$ cat src/rtl/ifetch_queue.sv
// ifetch_queue: instruction-fetch front end with a DEPTH-entry prefetch FIFO
// of {instruction, address} pairs between synchronous instruction memory and ID.
// An EX branch flushes the FIFO, drops any response arriving that cycle and
// redirects fetch. A credit rule on issue guarantees the FIFO never overflows.
// Optional macro IFQ_BYPASS_EN: a response arriving into an empty FIFO is
// presented on the head outputs in the same cycle.
module ifetch_queue #(
  parameter int unsigned ADDR_W = 16,
  parameter int unsigned INST_W = 32,
  parameter int unsigned DEPTH  = 4,
  parameter logic [ADDR_W-1:0] RESET_PC = '0
) (
  input  logic                       clk,
  input  logic                       rst,
  output logic [ADDR_W-1:0]          mem_addr_o,
  output logic                       mem_en_o,
  input  logic [INST_W-1:0]          mem_data_i,
  input  logic                       branch_i,
  input  logic [ADDR_W-1:0]          branch_addr_i,
  input  logic                       stall_i,
  output logic [INST_W-1:0]          inst_o,
  output logic [ADDR_W-1:0]          inst_addr_o,
  output logic                       inst_valid_o,
  output logic [$clog2(DEPTH+1)-1:0] count_o
);

  localparam int unsigned PTR_W = $clog2(DEPTH);
  localparam int unsigned CNT_W = $clog2(DEPTH + 1);
  localparam int unsigned OCC_W = CNT_W + 1;

  typedef struct packed {
    logic [INST_W-1:0] inst;
    logic [ADDR_W-1:0] addr;
  } entry_t;

  entry_t             fifo_q [DEPTH];
  logic [PTR_W-1:0]   wr_ptr_q, rd_ptr_q, wr_ptr_d, rd_ptr_d;
  logic [CNT_W-1:0]   count_q, count_d;
  logic [ADDR_W-1:0]  fetch_pc_q, fetch_pc_d;
  logic [ADDR_W-1:0]  addr_q, addr_d;
  logic               inflight_q, inflight_d;

  entry_t             head;
  logic               fifo_empty;
  logic               bypass;
  logic               pop;
  logic               fifo_pop;
  logic               push;
  logic               issue;
  logic [OCC_W-1:0]   occ;

  // Head selection, pop/push decisions and issue credit
  always_comb begin
    fifo_empty = (count_q == '0);
    head       = fifo_q[rd_ptr_q];
`ifdef IFQ_BYPASS_EN
    bypass     = fifo_empty & inflight_q & ~branch_i;
`else
    bypass     = 1'b0;
`endif
    inst_valid_o = ~fifo_empty | bypass;
    inst_o       = '0;
    inst_addr_o  = '0;
    if (bypass) begin
      inst_o      = mem_data_i;
      inst_addr_o = addr_q;
    end else if (!fifo_empty) begin
      inst_o      = head.inst;
      inst_addr_o = head.addr;
    end
    pop      = inst_valid_o & ~stall_i & ~branch_i;
    fifo_pop = pop & ~fifo_empty;
    // A bypassed response that ID takes this cycle never touches storage
    push     = inflight_q & ~branch_i & ~(bypass & ~stall_i);
    occ      = OCC_W'(count_q) + OCC_W'(inflight_q) - OCC_W'(pop);
    issue    = (occ < OCC_W'(DEPTH));
    // Requests are suppressed while reset is held so every output reads 0
    mem_en_o   = rst & (branch_i | issue);
    mem_addr_o = (rst & branch_i) ? branch_addr_i : fetch_pc_q;
    count_o    = count_q;
  end

  // Next-state for fetch PC, in-flight tracking and FIFO pointers
  always_comb begin
    fetch_pc_d = fetch_pc_q;
    addr_d     = addr_q;
    inflight_d = 1'b0;
    wr_ptr_d   = wr_ptr_q;
    rd_ptr_d   = rd_ptr_q;
    count_d    = count_q;
    if (branch_i) begin
      fetch_pc_d = ADDR_W'(branch_addr_i + ADDR_W'(1));
      addr_d     = branch_addr_i;
      inflight_d = 1'b1;
      wr_ptr_d   = '0;
      rd_ptr_d   = '0;
      count_d    = '0;
    end else begin
      if (issue) begin
        fetch_pc_d = ADDR_W'(fetch_pc_q + ADDR_W'(1));
        addr_d     = fetch_pc_q;
        inflight_d = 1'b1;
      end
      if (push)     wr_ptr_d = PTR_W'(wr_ptr_q + PTR_W'(1));
      if (fifo_pop) rd_ptr_d = PTR_W'(rd_ptr_q + PTR_W'(1));
      count_d = CNT_W'(count_q + CNT_W'(push) - CNT_W'(fifo_pop));
    end
  end

  // Control state; reset clears in-flight so a pending response is discarded
  always_ff @(posedge clk or negedge rst) begin
    if (!rst) begin
      fetch_pc_q <= RESET_PC;
      addr_q     <= '0;
      inflight_q <= 1'b0;
      wr_ptr_q   <= '0;
      rd_ptr_q   <= '0;
      count_q    <= '0;
    end else begin
      fetch_pc_q <= fetch_pc_d;
      addr_q     <= addr_d;
      inflight_q <= inflight_d;
      wr_ptr_q   <= wr_ptr_d;
      rd_ptr_q   <= rd_ptr_d;
      count_q    <= count_d;
    end
  end

  // FIFO storage; contents are only observed through valid entries
  always_ff @(posedge clk) begin
    if (push) fifo_q[wr_ptr_q] <= {mem_data_i, addr_q};
  end

  // The issue credit must make a push into a full FIFO impossible
  always_ff @(posedge clk) begin
    if (rst && push && !fifo_pop) assert (count_q != CNT_W'(DEPTH));
  end

endmodule

$ cat config.mk
export PLATFORM = sky130hd
export DESIGN_NAME = ifetch_queue
export DESIGN_NICKNAME = d
export VERILOG_FILES = /design/src/rtl/ifetch_queue.sv
export SDC_FILE = /design/constraint.sdc
export NUM_CORES = 1
export LEC_CHECK = 0
export CAP_MARGIN = 20
export CORE_MARGIN = 5
export CORE_UTILIZATION = 35
export DETAILED_ROUTE_END_ITERATION = 16
export PLACE_DENSITY_LB_ADDON = 0.3
export SYNTH_ARGS = -nofsm -noshare
export SYNTH_HDL_FRONTEND = slang
export SYNTH_SLANG_ARGS = --single-unit
$ cat constraint.sdc
create_clock -name clk -period 6.3 [get_ports clk]
set_clock_uncertainty 0.05 [all_clocks]
set_input_delay 1.575 -clock clk [delete_from_list [all_inputs] [get_ports clk]]
set_output_delay 1.575 -clock clk [all_outputs]
set_load 0.05 [all_outputs]
# [Word level (Yosys, flattened, before mapping)]
# Memory sizes are Yosys's and may differ from the RTL's.
# Index checks and enable logic that the tools add are counted.
[word_totals] out_inout_bits=69 word_cells=46 regBits=40 n_memories=1 ram_bits=192 inputBits=52
[memory_table] memory="fifo_q" depth=4 width=48 read_ports=1 rd_ports_with_merged_regs=0 write_ports=1 line="36" source="entry_t fifo_q [DEPTH];"
[op_classes] reduce_logical=4 bitwise=10 mux=16 n_lt_le_gt_ge=1 n_addsub=8
[op_table] op="$mux W16" n=6
[op_table] op="$add A16 B1 Y16 const B" n=2
[op_table] op="$mux W32" n=1
[op_table] op="$mux W2" n=4
[op_table] op="$and A1 B1 Y1" n=6
[op_table] op="$reduce_bool A2 Y1" n=3
[op_table] op="$add A2 B1 Y2 const B" n=2
[op_table] op="$add A3 B1 Y4" n=1
[op_table] op="$lt A4 B3 Y1 const B" n=1
[op_table] op="$mux W1" n=4
[op_table] op="$sub A4 B1 Y4" n=1
[op_table] op="$add A3 B1 Y3" n=1
[op_table] op="$logic_not A3 Y1" n=1
[op_table] op="$mux W3" n=1
[op_table] op="$not A1 Y1" n=3
[op_table] op="$sub A3 B1 Y3" n=1
[op_table] op="$or A1 B1 Y1" n=1

# [Depth between registers and ports, before layout]
[logic_depth] depth_word=8 ltp_mapped=18 depth_no_buf=10

# [Worst setup path before layout]
# Ideal clock, no wire load.
[synth_path] kind="input to output" from="in branch_i" to="out mem_en_o" t_arrival_ps=4773 n_path_buf=7 setup_slack_ps=-98 path_stages=15 t_required_ps=4675 path_cell_list="buf_6 buf_4 buf_2 buf_2 buf_2 buf_2 nor3_1 ha_1 inv_1 ha_1 and3b_1 nor4_4 nor3_1 buf_2 nor2b_1"
[synth_between] elab_chain_cells=6
[synth_rtl] item="from (decl)" line="18" source="input logic branch_i,"
[synth_rtl] item="$not A1 Y1" line="71" source="pop = inst_valid_o & ~stall_i & ~branch_i;"
[synth_rtl] item="$and A1 B1 Y1" line="71"
[synth_rtl] item="$sub A4 B1 Y4" line="75" source="occ = OCC_W'(count_q) + OCC_W'(inflight_q) - OCC_W'(pop);"
[synth_rtl] item="$lt A4 B3 Y1" line="76" source="issue = (occ < OCC_W'(DEPTH));"
[synth_rtl] item="$or A1 B1 Y1 (*)" line="78" source="mem_en_o = rst & (branch_i | issue);"
[synth_rtl] item="$and A1 B1 Y1 (*)" line="78"
[synth_rtl] item="to (decl)" line="16" source="output logic mem_en_o,"
# Mark *: on every way between the ends. The rest lies on a longest branch, timed or not.

# [Final worst setup path]
[layout_path] from="in stall_i" to="out mem_en_o"
[layout_between] elab_chain_cells=7
[layout_rtl] item="from (decl)" line="20" source="input logic stall_i,"
[layout_rtl] item="$not A1 Y1"
[layout_rtl] item="$and A1 B1 Y1 (2 in series)" line="71"
[layout_rtl] item="$sub A4 B1 Y4" line="75"
[layout_rtl] item="$lt A4 B3 Y1" line="76"
[layout_rtl] item="$or A1 B1 Y1" line="78"
[layout_rtl] item="$and A1 B1 Y1" line="78"
# No other way between the ends.

==> flow_metrics.env <==
export IMPL_status="finished clean"
export IMPL_fmax_mhz=178
export IMPL_post_route_cell_area_sq_um=12400
export IMPL_chipWidth_um=178
export IMPL_worst_ir_drop_vdd_v=0.000660
export IMPL_crit_path_start_kind="primary input"
export IMPL_grt_max_degree=73
export IMPL_io_pins=121
export IMPL_global_route_wire_length_before_repair_um=33400
export IMPL_finalSetupTns_ns=0
export IMPL_hold_viol=0
export IMPL_num_fill_cells=2440
export IMPL_route_vias_total=5467
export IMPL_ys_seq_area_frac=0.682
export IMPL_die_area_sq_um=31800
export IMPL_vias_per_cell=4.95
export IMPL_drv_max_cap_violation_count=0
export IMPL_final_nets=771
export IMPL_die_height_um=178
export IMPL_wl_per_cell_um=18.6
export IMPL_cellPowerDensity_nw_per_um2=515
export IMPL_p_seq_frac=0.351
export IMPL_cts_setup_buffers=0
export IMPL_place_hpwl_um=13000
export IMPL_post_route_min_period_ns=5.61
export IMPL_cp_max_fo=10
export IMPL_globalRouteOverflowTotal=0
export IMPL_rel_slew_slack=0.293
export IMPL_worst_slew_pin_transition_ns=1.06
export IMPL_ys_seq_elements=232
export IMPL_gp_routability_congestion=0.820
export IMPL_worstPathArrival_ns=3.98
export IMPL_cellLeakagePower_nw=4.19
export IMPL_power_switching_mw=2.45
export IMPL_clkLatencyLatePin_ns=0.51
export IMPL_grt_total_usage=0.132
export IMPL_power_after_layout_mw=6.41
export IMPL_clock_tree_htree_level_count=1
export IMPL_yosysTopAreaCell="sky130_fd_sc_hd__edfxtp_1"
export IMPL_tritoncts="built"
export IMPL_post_cts_hold_buffer_count=0
export IMPL_cellInternalPower_mw=3.96
export IMPL_clk_transition_reported_paths_ns=0.06
export IMPL_insertedDiodeCount=0
export IMPL_dpl_instance_area_sq_um=11500
export IMPL_synth_async_sr_flop_share=0.172
export IMPL_synthToLayoutAreaGrowth_pct=25.5
export IMPL_pre_cts_slack_ns=0.684
export IMPL_worst_setup_path_end_kind="primary output"
export IMPL_final_setup_viols=0
export IMPL_synth_top_cells_by_area="sky130_fd_sc_hd__edfxtp_1, sky130_fd_sc_hd__mux4_2, sky130_fd_sc_hd__dfrtp_1, sky130_fd_sc_hd__nor2b_1, sky130_fd_sc_hd__mux2_2"
export IMPL_start_util=0.356
export IMPL_port_buffers=120
export IMPL_ctsResizeCount=0
export IMPL_report_final_slew_viol_count=0
export IMPL_pwr_share_comb=0.421
export IMPL_grt_setup_unrepaired="no"
export IMPL_drtAntennaViolNets=0
export IMPL_hold_path_cell_count=0
export IMPL_syn_cell_area_sq_um=9920
export IMPL_via_count_of_the_first_global_routing_pass=6077
export IMPL_timing_critical_path_required_ns=4.68
export IMPL_syn_num_nets=640
export IMPL_final_min_period_over_clock_period=0.890
export IMPL_clock_sinks=232
export IMPL_ys_flop_type="sky130_fd_sc_hd__edfxtp_1"
export IMPL_power_clock_fraction=0.228
export IMPL_sw_frac_of_total=0.381
export IMPL_drt_drc=0
export IMPL_synth_enable_flop_cells=192
export IMPL_cts_inserted_buffers=25
export IMPL_synth_cells=577
export IMPL_yosysWarningCount=0
export IMPL_worst_r2r_cell_count=11
export IMPL_crit_type="in2out"
export IMPL_totalWireLength_um=20600
export IMPL_holdCritPathClass="reg2reg"
export IMPL_cts_root_buffer="sky130_fd_sc_hd__clkbuf_16"
export IMPL_setup_ws_ns=0.692
export IMPL_floorplan_core_area_sq_um=27900
export IMPL_synthDominantCellAreaShare=0.581
export IMPL_num_rows=61
export IMPL_number_of_detailed_routing_iterations_run_before_antenna_repair=4
export IMPL_cts_root_to_sink_buffers=3
export IMPL_ys_types=45
export IMPL_post_route_cells_drive_above_1_share=0.197
export IMPL_grt_antenna_before_repair=0
export IMPL_synth_avg_cell_area_sq_um=17.2
export IMPL_initialDrtViolationCount=324
[Yosys cell counts, types with 3 or more instances]
cell	number
sky130_fd_sc_hd__buf_2	13
sky130_fd_sc_hd__ha_1	10
sky130_fd_sc_hd__mux4_2	48
sky130_fd_sc_hd__nand4_1	6
sky130_fd_sc_hd__edfxtp_1	192
sky130_fd_sc_hd__nor2b_1	51
sky130_fd_sc_hd__nand4b_1	3
sky130_fd_sc_hd__mux2_2	22
sky130_fd_sc_hd__nor2_1	10
sky130_fd_sc_hd__clkbuf_1	9
sky130_fd_sc_hd__or4_1	5
sky130_fd_sc_hd__buf_6	3
sky130_fd_sc_hd__mux2i_1	17
sky130_fd_sc_hd__a21oi_1	4
sky130_fd_sc_hd__buf_1	4
sky130_fd_sc_hd__nor3_1	4
sky130_fd_sc_hd__and3_1	4
sky130_fd_sc_hd__nand2_1	28
sky130_fd_sc_hd__inv_1	16
sky130_fd_sc_hd__dfrtp_1	40
sky130_fd_sc_hd__xor2_1	17
sky130_fd_sc_hd__nand3_1	6
sky130_fd_sc_hd__o21ai_0	22
sky130_fd_sc_hd__o211ai_1	13
sky130_fd_sc_hd__xnor2_1	7
[critical path, cell delays in order]
cell,delay [ns]
sky130_fd_sc_hd__clkdlybuf4s50_1,0.46
sky130_fd_sc_hd__nor3_1,0.22
sky130_fd_sc_hd__ha_1,0.19
sky130_fd_sc_hd__inv_1,0.04
sky130_fd_sc_hd__ha_1,0.26
sky130_fd_sc_hd__and3b_1,0.20
sky130_fd_sc_hd__nor4_4,0.48
sky130_fd_sc_hd__nor3_1,0.19
sky130_fd_sc_hd__nor2b_2,0.16
sky130_fd_sc_hd__buf_4,0.20
[through the flow]
stage	util	cells	hold WS, ns
after floorplan	-	577	0.421
after global placement	0.413	1055	0.442
after detailed placement	0.413	1055	0.467
after CTS	0.443	1100	0.481
after global routing	0.447	1104	0.504
final	0.447	1104	0.470
[cells in the final DEF, fill, tap and decap left out, drive strengths merged, types with 17 or more instances in the layout]
cell type	instances
nand2	28
o21ai	23
mux4	48
clkbuf	31
edfxtp	192
buf	17
clkdlybuf4s50	117
mux2i	17
mux2	22
inv	18
xor2	17
nor2b	51
dfrtp	40
[final timing paths]
check | start | to | slack [ns]
setup / recovery | stall_i | mem_en_o | 0.69
hold / removal | addr_q[5]$_DFFE_PN0P_ | fifo_q[1][5]$_DFFE_PP_ | 0.47
setup reg to reg | count_o[1]$_DFF_PN0_ | fetch_pc_q[14]$_DFFE_PN0P_ | 3.33
hold reg to reg | addr_q[5]$_DFFE_PN0P_ | fifo_q[1][5]$_DFFE_PP_ | 0.47
max in group asynchronous | rst | rd_ptr_q[0]$_DFFE_PN0P_ | 4.62
min in group asynchronous | rst | fetch_pc_q[15]$_DFFE_PN0P_ | 1.13
[power by group through the flow]
stage | logic, mW | clock network [mW] | registers [mW]
6_report | 2.70 | 1.46 | 2.25
5_1_grt | 2.88 | 1.58 | 2.29
4_1_cts | 2.65 | 1.50 | 2.33
3_5_place_dp | 2.65 | 0 | 2.36
3_3_place_gp | 2.62 | 0 | 2.33
2_1_floorplan | 1.94 | 0 | 2.21
[cell families after synthesis]
| group | synth area share |
|---|---|
| XOR/XNOR | 0.0212 |
| flip-flops | 0.682 |
| adder cells (fa/ha/maj) | 0.0146 |
| multiplexers | 0.151 |
| buffers and inverters | 0.0217 |
| AO/OA/AOI/OAI | 0.0352 |
| AND/OR/NAND/NOR | 0.0738 |
[layer usage]
metal | global-route usage | share of wire | wire (um) | up-vias
li1 | - | - | - | 2506
met1 | 0.182 | 0.45 | 9250 | 2770
met2 | 0.216 | 0.48 | 9790 | 151
met3 | 0.0233 | 0.052 | 1070 | 40
met4 | 0.0358 | 0.022 | 455 | 0
met5 | 0 | 0 | 0 | -
[cell type report]
cell class              count  area (sq um)  share of cell area
clock inverters            14           150              0.0121
clock buffers              31           688              0.0553
well taps                 378           473              0.0380
multi-input cells         299          2950               0.237
repair buffers            134          1350               0.109
inverters                  16          60.1             0.00483
flip-flops and latches    232          6770               0.544
[state kept, by name, indices dropped and copies added, names as in the netlist]
register / flops
inflight_q: 1
count_o: 3
fifo_q: 192
rd_ptr_q: 2
wr_ptr_q: 2
fetch_pc_q: 16
addr_q: 16
(Power assumes the default switching activity.)
